**src/rtl/coherent_buf_arbiter_pkg.sv**
```systemverilog
// Shared definitions for the coherent buffer arbiter: buffer geometry and dump FSM encoding.
package coherent_buf_arbiter_pkg;

    localparam int unsigned ADDR_W = 10;
    localparam int unsigned DATA_W = 32;

    typedef enum logic [1:0] {
        StIdle  = 2'b00,
        StRun   = 2'b01,
        StDrain = 2'b10
    } dump_state_e;

endpackage

```
**src/rtl/coh_dump_fifo.sv**
```systemverilog
// Two-entry skid buffer between the RAM read-return path and the dump stream.
module coh_dump_fifo
    import coherent_buf_arbiter_pkg::*;
#(
    parameter int unsigned Width = DATA_W
) (
    input  logic             clk,
    input  logic             rst_b,
    input  logic             push,
    input  logic             pop,
    input  logic [Width-1:0] wdata,
    output logic [Width-1:0] data,
    output logic             full,
    output logic             empty,
    output logic [1:0]       count
);

    logic [Width-1:0] mem_q [2];
    logic [Width-1:0] mem_d [2];
    logic             wr_ptr_q, wr_ptr_d;
    logic             rd_ptr_q, rd_ptr_d;
    logic [1:0]       count_q, count_d;
    logic             push_en, pop_en;

    assign empty  = (count_q == 2'd0);
    assign full   = (count_q == 2'd2);
    assign count  = count_q;
    assign data   = mem_q[rd_ptr_q];
    // A push into a full buffer is accepted only when the head leaves in the same cycle.
    assign pop_en  = pop & ~empty;
    assign push_en = push & (~full | pop_en);

    always_comb begin
        mem_d    = mem_q;
        wr_ptr_d = wr_ptr_q;
        rd_ptr_d = rd_ptr_q;
        if (push_en) begin
            mem_d[wr_ptr_q] = wdata;
            wr_ptr_d        = ~wr_ptr_q;
        end
        if (pop_en) begin
            rd_ptr_d = ~rd_ptr_q;
        end
        count_d = count_q + {1'b0, push_en} - {1'b0, pop_en};
    end

    always_ff @(posedge clk or negedge rst_b) begin
        if (!rst_b) begin
            mem_q[0] <= '0;
            mem_q[1] <= '0;
            wr_ptr_q <= 1'b0;
            rd_ptr_q <= 1'b0;
            count_q  <= 2'd0;
        end else begin
            mem_q    <= mem_d;
            wr_ptr_q <= wr_ptr_d;
            rd_ptr_q <= rd_ptr_d;
            count_q  <= count_d;
        end
    end

endmodule

```
**src/rtl/coherent_buf_arbiter.sv**
```systemverilog
// Arbitrates a single-port coherent buffer between the sum engine (never stalled) and a
// background dump sequencer that streams a wrapped address range out over valid/ready.
module coherent_buf_arbiter
    import coherent_buf_arbiter_pkg::*;
#(
    parameter int unsigned ADDR_W = 10,
    parameter int unsigned DATA_W = 32
) (
    input  logic              clk,
    input  logic              rst_b,
    input  logic              eng_rd,
    input  logic              eng_wr,
    input  logic [ADDR_W-1:0] eng_addr,
    input  logic [DATA_W-1:0] eng_d4wt,
    output logic [DATA_W-1:0] eng_d4rd,
    input  logic              dump_start,
    input  logic [ADDR_W-1:0] dump_addr,
    input  logic [ADDR_W-1:0] dump_len,
    output logic              dump_busy,
    output logic [DATA_W-1:0] dump_data,
    output logic              dump_valid,
    input  logic              dump_ready,
    output logic              ram_cs,
    output logic              ram_we,
    output logic [ADDR_W-1:0] ram_addr,
    output logic [DATA_W-1:0] ram_wdata,
    input  logic [DATA_W-1:0] ram_rdata
);

    dump_state_e       state_q, state_d;
    logic [ADDR_W-1:0] rd_addr_q, rd_addr_d;
    logic [ADDR_W-1:0] remaining_q, remaining_d;
    logic              busy_q, busy_d;
    logic              in_flight_q, in_flight_d;

    logic       eng_req, issue;
    logic       fifo_pop, fifo_empty, fifo_full;
    logic [1:0] fifo_count;
    logic [2:0] occupancy;
    logic       unused_fifo_full;

    assign eng_req          = eng_rd | eng_wr;
    assign fifo_pop         = ~fifo_empty & dump_ready;
    assign unused_fifo_full = fifo_full;
    // Slots still claimed once this cycle's pop retires; a read only goes out into a free slot.
    assign occupancy = {1'b0, fifo_count} + {2'b00, in_flight_q} - {2'b00, fifo_pop};
    assign issue     = (state_q == StRun) & ~eng_req & (occupancy < 3'd2);

    always_comb begin
        state_d     = state_q;
        rd_addr_d   = rd_addr_q;
        remaining_d = remaining_q;
        busy_d      = busy_q;
        in_flight_d = issue;
        unique case (state_q)
            StIdle: begin
                if (dump_start) begin
                    state_d     = StRun;
                    rd_addr_d   = dump_addr;
                    remaining_d = dump_len;
                    busy_d      = 1'b1;
                end
            end
            StRun: begin
                if (issue) begin
                    rd_addr_d = rd_addr_q + ADDR_W'(1);
                    if (remaining_q == '0) begin
                        state_d = StDrain;
                    end else begin
                        remaining_d = remaining_q - ADDR_W'(1);
                    end
                end
            end
            StDrain: begin
                if (fifo_empty && !in_flight_q) begin
                    state_d = StIdle;
                    busy_d  = 1'b0;
                end
            end
            default: begin
                state_d = StIdle;
                busy_d  = 1'b0;
            end
        endcase
    end

    always_ff @(posedge clk or negedge rst_b) begin
        if (!rst_b) begin
            state_q     <= StIdle;
            rd_addr_q   <= '0;
            remaining_q <= '0;
            busy_q      <= 1'b0;
            in_flight_q <= 1'b0;
        end else begin
            state_q     <= state_d;
            rd_addr_q   <= rd_addr_d;
            remaining_q <= remaining_d;
            busy_q      <= busy_d;
            in_flight_q <= in_flight_d;
        end
    end

    // Engine owns the port whenever it asks; a write beats a simultaneous read.
    assign ram_cs    = eng_req | issue;
    assign ram_we    = eng_wr;
    assign ram_addr  = eng_req ? eng_addr : rd_addr_q;
    assign ram_wdata = eng_d4wt;
    assign eng_d4rd  = ram_rdata;
    assign dump_busy  = busy_q;
    assign dump_valid = ~fifo_empty;

    coh_dump_fifo #(
        .Width (DATA_W)
    ) u_fifo (
        .clk   (clk),
        .rst_b (rst_b),
        .push  (in_flight_q),
        .pop   (fifo_pop),
        .wdata (ram_rdata),
        .data  (dump_data),
        .full  (fifo_full),
        .empty (fifo_empty),
        .count (fifo_count)
    );

endmodule

```
**config.mk**
```make
export PLATFORM = sky130hd
export DESIGN_NAME = coherent_buf_arbiter
export DESIGN_NICKNAME = d
export VERILOG_FILES = /design/src/rtl/coherent_buf_arbiter_pkg.sv /design/src/rtl/coh_dump_fifo.sv /design/src/rtl/coherent_buf_arbiter.sv
export SDC_FILE = /design/constraint.sdc
export NUM_CORES = 1
export LEC_CHECK = 0
export BUFFER_PORTS_ARGS = -buffer_cell sky130_fd_sc_hd__buf_2
export CAP_MARGIN = 20
export CORE_MARGIN = 2
export CORE_UTILIZATION = 54
export CTS_CLUSTER_DIAMETER = 50
export DETAILED_ROUTE_END_ITERATION = 10
export GPL_ROUTABILITY_DRIVEN = 0
export MAX_ROUTING_LAYER = met4
export PLACE_DENSITY = 0.89
export SLEW_MARGIN = 20
export SYNTH_ARGS = -nofsm -noshare
export SYNTH_HDL_FRONTEND = slang
export SYNTH_HIERARCHICAL = 1
export SYNTH_SLANG_ARGS = --single-unit
```
**constraint.sdc**
```tcl
create_clock -name clk -period 7.8 [get_ports clk]
set_input_delay 0.78 -clock clk [delete_from_list [all_inputs] [get_ports clk]]
set_output_delay 0.78 -clock clk [all_outputs]
set_load 0.005 [all_outputs]
```
# --- Word level (Yosys, flattened, before mapping) ---
# Cells that the tools add are included.
classes:
  n_addsub: 6
  n_mul: 0
  div_mod_pow: 0
  magnitude_cmp: 4
  eq_ne: 8
  shifts: 0
  muxes: 22
  n_bitwise: 16
  n_reduce_logical: 11
op_table:
  columns: ["operator", "n"]
  rows:
  - ["32-bit two-way mux", 4]
  - ["64-bit bitwise mux", 1]
  - ["10-bit two-way mux", 6]
  - ["10-bit one-hot mux with 2 select lines", 2]
  - ["32-bit demux with 1-bit select", 1]
  - ["10-bit by 1-bit adder with 10-bit output (second input constant)", 1]
  - ["10-bit logical NOT", 1]
  - ["10-bit by 1-bit subtractor with 10-bit output (second input constant)", 1]
  - ["2-bit two-way mux", 4]
  - ["2-bit inequality test (second input constant)", 4]
  - ["4-bit AND reduction", 2]
  - ["1-bit inverter", 6]
  - ["2-bit one-hot mux with 3 select lines", 1]
  - ["3-bit AND reduction", 2]
  - ["1-bit bitwise AND", 5]
  - ["2-bit equality test (second input constant)", 2]
  - ["2-bit greater-or-equal comparator (second input constant)", 2]
  - ["2-bit logical NOT", 2]
  - ["1-bit inverter with 2-bit output", 2]
  - ["2-bit by 1-bit adder with 3-bit output", 1]
  - ["3-bit by 2-bit < comparator with 1-bit output (second input constant)", 1]
  - ["1-bit OR", 3]
  - ["1-bit one-hot mux with 3 select lines", 1]
  - ["3-bit by 1-bit subtractor with 3-bit output", 1]
  - ["9 further kinds", 11]
totals:
  regBits: 92
  latchBits: 0
  ramBits: 0
  romBits: 0
  input_bits: 100
  out_inout_bits: 110
  n_memories: 0

# --- Longest topological paths before layout ---
# Gate-level depths: netlist (run 1).
depth:
  word_depth: 8
  ltp_mapped: 10

# --- Modules after synthesis ---
# Netlist (run 1), hierarchy kept.
modules_own_cells:
  columns: ["mod", "instances", "cells_per_inst", "area_each_um2", "seq_area_each_um2"]
  rows:
  - ["coh_dump_fifo", 1, 193, 3240.6, 1701.6]
  - ["coherent_buf_arbiter", 1, 270, 2270.9, 600.6]

# --- Least setup slack after synthesis (run 1) ---
# No wires, ideal clock.
synth_timing:
  path_kind: "in2out"
  start: "input dump_ready"
  end: "output ram_cs"
  t_arrival_ns: 2.592
  required_time_ns: 7.020
  setup_slack_ns: 4.428
  cell_stages: 7
  n_path_buf: 0
  path_cell_list: "nor2b_1 > ha_1 > nand2b_1 > fa_1 > nor3b_2 > nand3_1 > nand2_1"
synth_between:
  elab_chain_cells: 5
synth_rtl:
  columns: ["item", "line_no", "text"]
  rows:
  - ["start, declared", "coherent_buf_arbiter.sv:22", "input logic dump_ready,"]
  - ["1-bit bitwise AND", "coherent_buf_arbiter.sv:43", "assign fifo_pop = ~fifo_empty & dump_ready;"]
  - ["3-bit by 1-bit subtractor with 3-bit output", "coherent_buf_arbiter.sv:46", "assign occupancy = {1'b0, fifo_count} + {2'b00, in_flight_q} - {2'b00, fifo_pop};"]
  - ["3-bit by 2-bit < comparator with 1-bit output", "coherent_buf_arbiter.sv:47", "assign issue = (state_q == StRun) & ~eng_req & (occupancy < 3'd2);"]
  - ["1-bit bitwise AND", "coherent_buf_arbiter.sv:47", null]
  - ["1-bit OR", "coherent_buf_arbiter.sv:104", "assign ram_cs = eng_req | issue;"]
  - ["end, declared", "coherent_buf_arbiter.sv:23", "output logic ram_cs,"]
# Every way passes these cells.

# --- Worst setup path after layout (run 1) ---
layout_timing:
  start: "register u_fifo.count_q[1] (netlist: u_fifo/count[1])"
  end: "output ram_cs"
layout_between:
  elab_chain_cells: 7
  word_cells_on_any_way: 8
layout_rtl:
  columns: ["item", "line_no", "text"]
  rows:
  - ["start, declared", "coh_dump_fifo.sv:22", "logic [1:0] count_q, count_d;"]
  - ["start signal, assigned", "coh_dump_fifo.sv:58", "count_q <= count_d;"]
  - ["2-bit logical NOT", "coh_dump_fifo.sv:25", "assign empty = (count_q == 2'd0);"]
  - ["net fifo_empty", "coherent_buf_arbiter.sv:37", "logic fifo_pop, fifo_empty, fifo_full;"]
  - ["1-bit inverter", "coherent_buf_arbiter.sv:43", null]
  - ["1-bit bitwise AND", "coherent_buf_arbiter.sv:43", null]
  - ["net fifo_pop", "coherent_buf_arbiter.sv:37", null]
  - ["3-bit by 1-bit subtractor with 3-bit output", "coherent_buf_arbiter.sv:46", null]
  - ["3-bit by 2-bit < comparator with 1-bit output", "coherent_buf_arbiter.sv:47", null]
  - ["1-bit bitwise AND", "coherent_buf_arbiter.sv:47", null]
  - ["1-bit OR", "coherent_buf_arbiter.sv:104", null]
# The timed path passes the listed nets, and every way through them passes these cells.

==> impl_metrics.env, run 1 <==
export IMPL_num_antenna_cells=0
export IMPL_cp_top_family="simple AND/OR/NAND/NOR gates"
export IMPL_drt_initial_drc_count=227
export IMPL_grt_use_met2=0.381
export IMPL_postLayoutCellArea_um2=6010
export IMPL_io_pins=210
export IMPL_dieHeight_um=105
export IMPL_ctsHoldBuffers=0
export IMPL_setup_viol=0
export IMPL_required_ns=7.02
export IMPL_leakagePower_nw=2.77
export IMPL_period_minus_slack_ns=4.00
export IMPL_cts_resized=0
export IMPL_switching_share=0.346
export IMPL_crit_buf_inv=1
export IMPL_cts_inserted_buffers=9
export IMPL_syn_avg_cell_area_um2=11.9
export IMPL_routed_wl_mm=11.8
export IMPL_hold_class="in -> async"
export IMPL_clock_latency_ns=0.35
export IMPL_grt_total_usage=0.223
export IMPL_dpl_cell_area_um2=5820
export IMPL_p_clk_frac=0.141
export IMPL_setup_tns_ns=0
export IMPL_crit_slowest_cell="dfrtp_1"
export IMPL_critPathKind="reg -> out"
export IMPL_combPwrFrac=0.462
export IMPL_fin_nets=643
export IMPL_core_area_um2=9820
export IMPL_worst_setup_path_start_kind="flip-flop"
export IMPL_skew_ns=0.0132
export IMPL_grt_max_degree=51
export IMPL_min_period_over_period=0.513
export IMPL_met1_usage=0.279
export IMPL_viasPerCell=5.66
export IMPL_relSlewSlack=0.365
export IMPL_cp_depth=9
export IMPL_use_met3=0.0349
export IMPL_rr_worst_depth=9
export IMPL_max_stage_delay_ns=0.53
export IMPL_seqPwrFrac=0.397
export IMPL_cts_setup_buffers=0
export IMPL_fp_dieW_um=105
export IMPL_hold_viol=0
export IMPL_wire_per_inst_um=17.5
export IMPL_critPathMaxFanout=8
export IMPL_path_cells="nor2_1, nor2b_1, ha_1, nand2b_1, fa_1, nor3b_2, nand3_1, nand2_1, buf_2"
export IMPL_p_int_mw=1.44
export IMPL_busiest_layer="met2"
export IMPL_ctsLongestPathBuffers=2
export IMPL_h_tree_depth=3
export IMPL_syn_inst=462
export IMPL_cts_tree="yes"
export IMPL_critPathCaptureType="output port"
export IMPL_ir_drop_v=0.000158
export IMPL_grt_pass1_vias=3873
export IMPL_arrival_ns=3.22
export IMPL_clock_sinks=92
export IMPL_antenna_found_initial=0
export IMPL_io_buffers=145
export IMPL_via_count=3823
export IMPL_status="completed"
export IMPL_finalMaxSlewViolations=0
export IMPL_power_density_nw_per_um2=368
export IMPL_num_rows=36
export IMPL_grt_pass1_wl_mm=19.4
export IMPL_clk_pin_slew_ns=0.10
export IMPL_areaGrowthSynthToFinish_pct=9.16
export IMPL_start_util=0.561
export IMPL_synth_warnings=6
export IMPL_tightest_slew_ns=0.939
export IMPL_drc=0
export IMPL_p_switching_mw=0.765
export IMPL_root_buffer="clkbuf_8"
export IMPL_rsz0062_at_grt="no"
export IMPL_dieArea_um2=11000
export IMPL_cap_violations=0
export IMPL_ant_nets=0
export IMPL_grt_ovfl_total=0
export IMPL_fmax_ghz=0.250
export IMPL_synth_fp_nets=568
export IMPL_syn_area_um2=5510
export IMPL_firstDrtPassIters=5
export IMPL_dp_hpwl_mm=8.34
export IMPL_drive_above_1_share=0.530
[placed cells by master, fill, tap and decap left out, drive strengths merged, types with 4 or more instances in the layout]
cell type	count
o21ai	12
dfrtp	92
nand2b	6
nor3	5
buf	150
ha	5
a21oi	21
nand3	9
clkbuf	10
nor2	19
inv	14
o22ai	5
nand2	15
nor3b	4
nand4	6
nor4	6
mux2	107
[flip-flops by register name, indices dropped and copies added (netlist names)]
| signal | flops |
|---|---|
| u_fifo/mem_q | 64 |
| rd_addr_q | 10 |
| remaining_q | 10 |
| state_q | 2 |
| u_fifo/count | 2 |
| dump_busy | 1 |
| in_flight_q | 1 |
| u_fifo/rd_ptr_q | 1 |
| u_fifo/wr_ptr_q | 1 |
[per-stage QoR]
stage          power (mW)  setup WS, ns  instances   util  hold slack, ns
6_report             2.21          3.80        675  0.612           0.404
5_1_grt              2.36          3.59        675  0.612           0.419
4_1_cts              2.22          3.80        675  0.612           0.406
3_5_place_dp         1.90          4.00        659  0.592           0.490
3_3_place_gp         1.84          4.08        659  0.592           0.483
2_1_floorplan        1.60          4.43        462      -           0.475
[area by class of cell]
| type | count | area [um^2] |
|---|---|---|
| timing repair buffer | 150 | 766 |
| clock inverter | 6 | 56.3 |
| sequential | 92 | 2300 |
| clock buffer | 10 | 138 |
| multi-input combinational | 273 | 2540 |
| fill | 811 | 3810 |
| tap | 133 | 166 |
| inverter | 11 | 41.3 |
[per-layer routing]
layer	up-vias	part of all wire
met4	0	0.012
met2	173	0.50
li1	1750	-
met5	-	0
met3	24	0.065
met1	1876	0.42
[power groups by stage]
stage          registers (mW)  logic, mW  clock network, mW
3_5_place_dp            0.880       1.02                  0
3_3_place_gp            0.854      0.983                  0
2_1_floorplan           0.815      0.785                  0
5_1_grt                 0.906       1.11              0.347
4_1_cts                 0.873       1.03              0.323
6_report                0.876       1.02              0.312
[worst paths after layout]
kind | end | slack, ns | startpoint
max | ram_cs | 3.80 | u_fifo/count[1]$_DFF_PN0_
min | u_fifo/mem_q[10]$_DFFE_PN0P_ | 0.40 | rst_b
max reg2reg | remaining_q[7]$_DFFE_PN0P_ | 4.26 | u_fifo/count[1]$_DFF_PN0_
min reg2reg | u_fifo/mem_q[24]$_DFFE_PN0P_ | 0.52 | u_fifo/mem_q[24]$_DFFE_PN0P_
max in group asynchronous | rd_addr_q[6]$_DFFE_PN0P_ | 6.35 | rst_b
min in group clk | u_fifo/mem_q[24]$_DFFE_PN0P_ | 0.52 | u_fifo/mem_q[24]$_DFFE_PN0P_
Power figures use the tool's default switching activity.
==> run 2: changes to the inputs <==
CORE_UTILIZATION = 50   (was 54)
PLACE_DENSITY = 0.83   (was 0.89)
clock period = 4 ns   (was 7.8 ns; I/O delays follow)
==> run 2 against run 1 <==
Register-to-register slack worse by 3.8 ns. Sequential power is 93% higher. Sequential share of layout area is 0.10 points lower. Die area is 7.7% higher. Total power is 95% higher. Combinational power is 94% higher. Critical path depth stayed put. Count of clock-buffer cells in the layout is 1 lower.
==> impl_metrics.env, run 2 (synthesis gave the netlist of run 1 again) <==
export IMPL_critPathMaxFanout=8
export IMPL_hold_class="in -> async"
export IMPL_cap_violations=0
export IMPL_setup_viol=0
export IMPL_cts_setup_buffers=0
export IMPL_skew_ns=0.00840
export IMPL_dieArea_um2=11900
export IMPL_reg_largest_list="u_fifo/mem_q x64, rd_addr_q x10, remaining_q x10"
export IMPL_cts_inserted_buffers=9
export IMPL_setup_tns_ns=0
export IMPL_ir_drop_v=0.000312
export IMPL_rsz0062_at_grt="no"
export IMPL_via_count=3805
export IMPL_fp_dieW_um=109
export IMPL_critPathKind="reg -> out"
export IMPL_dp_hpwl_mm=8.21
export IMPL_areaGrowthSynthToFinish_pct=9.45
export IMPL_cts_resized=0
export IMPL_required_ns=3.60
export IMPL_start_util=0.510
export IMPL_drt_initial_drc_count=291
export IMPL_num_antenna_cells=0
export IMPL_grt_ovfl_total=0
export IMPL_root_buffer="clkbuf_8"
export IMPL_grt_pass1_wl_mm=19.0
export IMPL_cts_tree="yes"
export IMPL_fin_nets=643
export IMPL_wire_per_inst_um=17.1
export IMPL_h_tree_depth=3
export IMPL_routed_wl_mm=11.7
export IMPL_clk_pin_slew_ns=0.10
export IMPL_ctsLongestPathBuffers=2
export IMPL_period_minus_slack_ns=3.63
export IMPL_arrival_ns=3.23
export IMPL_fmax_ghz=0.276
export IMPL_dp_cells=666
export IMPL_grt_total_usage=0.210
export IMPL_regMostFlops="u_fifo/mem_q"
export IMPL_dieHeight_um=109
export IMPL_clock_latency_ns=0.36
export IMPL_io_buffers=145
export IMPL_largest_reg_flops=64
export IMPL_drive_above_1_share=0.530
export IMPL_nFillCells=917
export IMPL_tightest_slew_ns=0.908
export IMPL_firstDrtPassIters=5
export IMPL_finalMaxSlewViolations=0
export IMPL_leakagePower_nw=2.77
export IMPL_fin_cells=682
export IMPL_mostFrequentLayoutCell="buf_2"
export IMPL_viasPerCell=5.58
export IMPL_critPathCaptureType="output port"
export IMPL_power_density_nw_per_um2=714
export IMPL_worst_setup_path_start_kind="flip-flop"
export IMPL_grt_max_degree=58
export IMPL_layout_common_cells="buf_2, dfrtp_1, mux2_4"
export IMPL_antenna_found_initial=0
export IMPL_min_period_over_period=0.907
export IMPL_ant_nets=0
export IMPL_io_pins=210
export IMPL_status="completed"
export IMPL_hold_viol=0
export IMPL_num_rows=38
export IMPL_relSlewSlack=0.393
export IMPL_core_area_um2=10800
export IMPL_grt_pass1_vias=3854
export IMPL_ctsHoldBuffers=0
export IMPL_r2r_slack_ns=0.49
export IMPL_drc=0
export IMPL_clock_sinks=92
run 2: changes by cell type in the layout (fill, tap and decap cells not counted):
cell | before | now
clkinv_4 | 2 | 1
clkbuf_8 | 10 | 9
clkinv_8 | 0 | 1
inv_8 | 2 | 4
inv_6 | 1 | 0
run 2: final timing paths:
| path | start | end | cells after the start |
|---|---|---|---|
| setup / recovery | u_fifo/count[1]$_DFF_PN0_ | ram_cs | 9 |
| hold / removal | rst_b | u_fifo/mem_q[60]$_DFFE_PN0P_ | 1 |
| setup reg to reg | u_fifo/count[1]$_DFF_PN0_ | remaining_q[7]$_DFFE_PN0P_ | 9 |
| hold reg to reg | u_fifo/rd_ptr_q$_DFFE_PN0N_ | u_fifo/rd_ptr_q$_DFFE_PN0N_ | 1 |
| max in group asynchronous | rst_b | u_fifo/mem_q[62]$_DFFE_PN0P_ | 2 |
| min in group clk | ram_rdata[20] | u_fifo/mem_q[52]$_DFFE_PN0P_ | 2 |
run 2: layout make-up:
type	instances	area, um^2	area share
timing repair buffer	150	766	0.127
clock inverter	7	77.6	0.0129
inverter	11	41.3	0.00685
multi-input combinational	273	2540	0.422
clock buffer	9	124	0.0206
tap	140	175	0.0291
sequential	92	2300	0.382
run 2: routing by layer:
metal | up-vias | wire length (um) | global-route usage
met5 | - | 0 | -
met4 | 0 | 260 | 0.0916
met3 | 31 | 618 | 0.0341
met2 | 151 | 5720 | 0.331
met1 | 1870 | 5060 | 0.267
li1 | 1753 | - | -
run 2: stage by stage:
stage / hold slack (ns) / power (mW) / setup WS [ns] / util / instance area [um^2]
3_5_place_dp: 0.477 / 3.68 / 0.510 / 0.540 / 5820
5_1_grt: 0.124 / 4.61 / 0.131 / 0.558 / 6030
2_1_floorplan: 0.104 / 3.12 / 0.871 / - / 5510
4_1_cts: 0.0857 / 4.35 / 0.349 / 0.558 / 6030
3_3_place_gp: 0.464 / 3.59 / 0.668 / 0.540 / 5820
6_report: 0.0721 / 4.30 / 0.370 / 0.558 / 6030
run 2: critical path, stage by stage, from the launching register on:
cell and delay (ns):
dfrtp_1 0.53, nor2_1 0.16, nor2b_1 0.43, ha_1 0.31
nand2b_1 0.15, fa_1 0.50, nor3b_2 0.22, nand3_1 0.30
nand2_1 0.16, buf_2 0.12
run 2: where the power goes:
group | leakage (nW) | total (mW) | internal [mW] | switching [mW]
sequential | 1.08 | 1.69 | 1.37 | 0.327
clock | 0.100 | 0.629 | 0.250 | 0.379
combinational | 1.59 | 1.98 | 1.19 | 0.792
total | 2.77 | 4.30 | 2.81 | 1.50
==> run 3: changes to the inputs <==
CORE_MARGIN = 5   (was 2)
==> run 3 against run 2 <==
Total power rose by 1.6%. Core utilization rose by 0.10 points. Sequential power barely moved. Count of clock-buffer cells in the layout did not move. Critical path depth did not move. Via count barely moved. Clock power rose by 7.8%. Clock skew rose by 0.0067 ns. Design area rose by 0.19%. Largest cell class unchanged. Die area rose by 11%. Non-clock buffer count did not move. Highest routed layer unchanged. Sequential cell count did not move.
==> impl_metrics.env, run 3 (synthesis gave the netlist of run 1 again) <==
export IMPL_dpl_cell_area_um2=5820
export IMPL_nFillCells=926
export IMPL_cts_setup_buffers=0
export IMPL_wire_per_inst_um=18.1
export IMPL_required_ns=3.60
export IMPL_tightest_slew_ns=0.862
export IMPL_power_density_nw_per_um2=724
export IMPL_num_antenna_cells=0
export IMPL_ff_latch_area_um2=2300
export IMPL_largest_reg_flops=64
export IMPL_viasPerCell=5.58
export IMPL_core_area_um2=10800
export IMPL_ant_nets=0
export IMPL_clock_latency_ns=0.38
export IMPL_ctsLongestPathBuffers=2
export IMPL_min_period_over_period=0.921
export IMPL_cap_violations=0
export IMPL_clock_sinks=92
export IMPL_finalMaxSlewViolations=0
export IMPL_clk_pin_slew_ns=0.10
export IMPL_grt_max_degree=60
export IMPL_endpoint="ram_cs"
export IMPL_hold_viol=0
export IMPL_dieArea_um2=13200
export IMPL_cts_tree="yes"
export IMPL_worst_setup_path_start_kind="flip-flop"
export IMPL_grt_total_usage=0.195
export IMPL_num_rows=38
export IMPL_fin_util=0.559
export IMPL_r2r_slack_ns=0.45
export IMPL_fin_nets=643
export IMPL_wl_met2_mm=6.19
export IMPL_io_pins=210
export IMPL_rsz0062_at_grt="no"
export IMPL_fp_dieW_um=115
export IMPL_layout_setup_ws_ns=0.316
export IMPL_grt_pass1_vias=3979
export IMPL_ir_drop_v=0.000307
export IMPL_relSlewSlack=0.417
export IMPL_grt_ovfl_total=0
export IMPL_drt_met1_wl_mm=5.03
export IMPL_drt_initial_drc_count=285
export IMPL_hold_class="in -> async"
export IMPL_critPathMaxFanout=8
export IMPL_cts_inserted_buffers=9
export IMPL_skew_ns=0.0151
export IMPL_rr_worst_depth=9
export IMPL_period_minus_slack_ns=3.68
export IMPL_mostFrequentLayoutCell="buf_2"
export IMPL_grt_pass1_wl_mm=20.0
export IMPL_via_count=3808
export IMPL_status="completed"
export IMPL_place_ws_ns=0.524
export IMPL_crit_start="u_fifo/count[1]$_DFF_PN0_"
export IMPL_cts_resized=0
export IMPL_firstDrtPassIters=6
export IMPL_ctsHoldBuffers=0
export IMPL_dieHeight_um=115
export IMPL_areaGrowthSynthToFinish_pct=9.66
export IMPL_h_tree_depth=3
export IMPL_postLayoutCellArea_um2=6040
export IMPL_dp_hpwl_mm=8.77
export IMPL_start_util=0.510
export IMPL_fmax_ghz=0.271
export IMPL_regMostFlops="u_fifo/mem_q"
export IMPL_antenna_found_initial=0
export IMPL_leakagePower_nw=2.78
export IMPL_reg_largest_list="u_fifo/mem_q x64, rd_addr_q x10, remaining_q x10"
export IMPL_wl_met3_um=816
export IMPL_drc=0
export IMPL_power_total_mw=4.37
export IMPL_setup_tns_ns=0
export IMPL_drive_above_1_share=0.530
export IMPL_multi_input_area_um2=2540
export IMPL_routed_wl_mm=12.3
export IMPL_timing_rr_start="u_fifo/count[1]$_DFF_PN0_"
export IMPL_top_layer="met4"
export IMPL_root_buffer="clkbuf_8"
export IMPL_critPathKind="reg -> out"
export IMPL_layout_common_cells="buf_2, dfrtp_1, mux2_4"
export IMPL_io_buffers=145
export IMPL_reg2reg_to="remaining_q[7]$_DFFE_PN0P_"
export IMPL_setup_viol=0
export IMPL_arrival_ns=3.28
export IMPL_critPathCaptureType="output port"
[run 3: how the worst min path moves through the flow]
stage	cells after the start	slack [ns]	start	endpoint
global route	1	0.14	rst_b	u_fifo/mem_q[57]$_DFFE_PN0P_
finish	1	0.08	rst_b	u_fifo/mem_q[57]$_DFFE_PN0P_
floorplan	0	0.10	rst_b	dump_busy$_DFFE_PN0P_
CTS	1	0.1	rst_b	u_fifo/mem_q[57]$_DFFE_PN0P_
global placement	1	0.49	u_fifo/mem_q[31]$_DFFE_PN0P_	u_fifo/mem_q[31]$_DFFE_PN0P_
detailed placement	1	0.49	u_fifo/mem_q[27]$_DFFE_PN0P_	u_fifo/mem_q[27]$_DFFE_PN0P_
[run 3: cell type report]
class	instances	share of cell area
multi-input cells	273	0.421
flip-flops and latches	92	0.381
repair buffers	150	0.127
well taps	140	0.0290
clock buffers	9	0.0205
clock inverters	7	0.0147
inverters	11	0.00684
[run 3: per-layer routing]
layer	vias up	track usage
met5	-	-
met1	1848	0.241
li1	1740	-
met3	40	0.0342
met4	0	0.0853
met2	180	0.314
[run 3: critical path: stages, from the launching register on]
cell	delay, ns
dfrtp_1	0.52
nor2_1	0.15
nor2b_1	0.41
ha_1	0.32
nand2b_1	0.15
fa_1	0.52
nor3b_2	0.25
nand3_1	0.31
nand2_1	0.16
buf_2	0.12
[run 3: through the flow]
| step | instances | hold WS (ns) |
|---|---|---|
| 2_1_floorplan | 462 | 0.104 |
| 3_3_place_gp | 666 | 0.485 |
| 3_5_place_dp | 666 | 0.493 |
| 4_1_cts | 682 | 0.0992 |
| 5_1_grt | 682 | 0.139 |
| 6_report | 682 | 0.0801 |
[run 3: report_power, final]
| part | switching (mW) | total (mW) | leakage, nW | internal [mW] |
|---|---|---|---|---|
| sequential | 0.346 | 1.71 | 1.08 | 1.36 |
| clock | 0.375 | 0.678 | 0.104 | 0.303 |
| combinational | 0.789 | 1.98 | 1.59 | 1.19 |
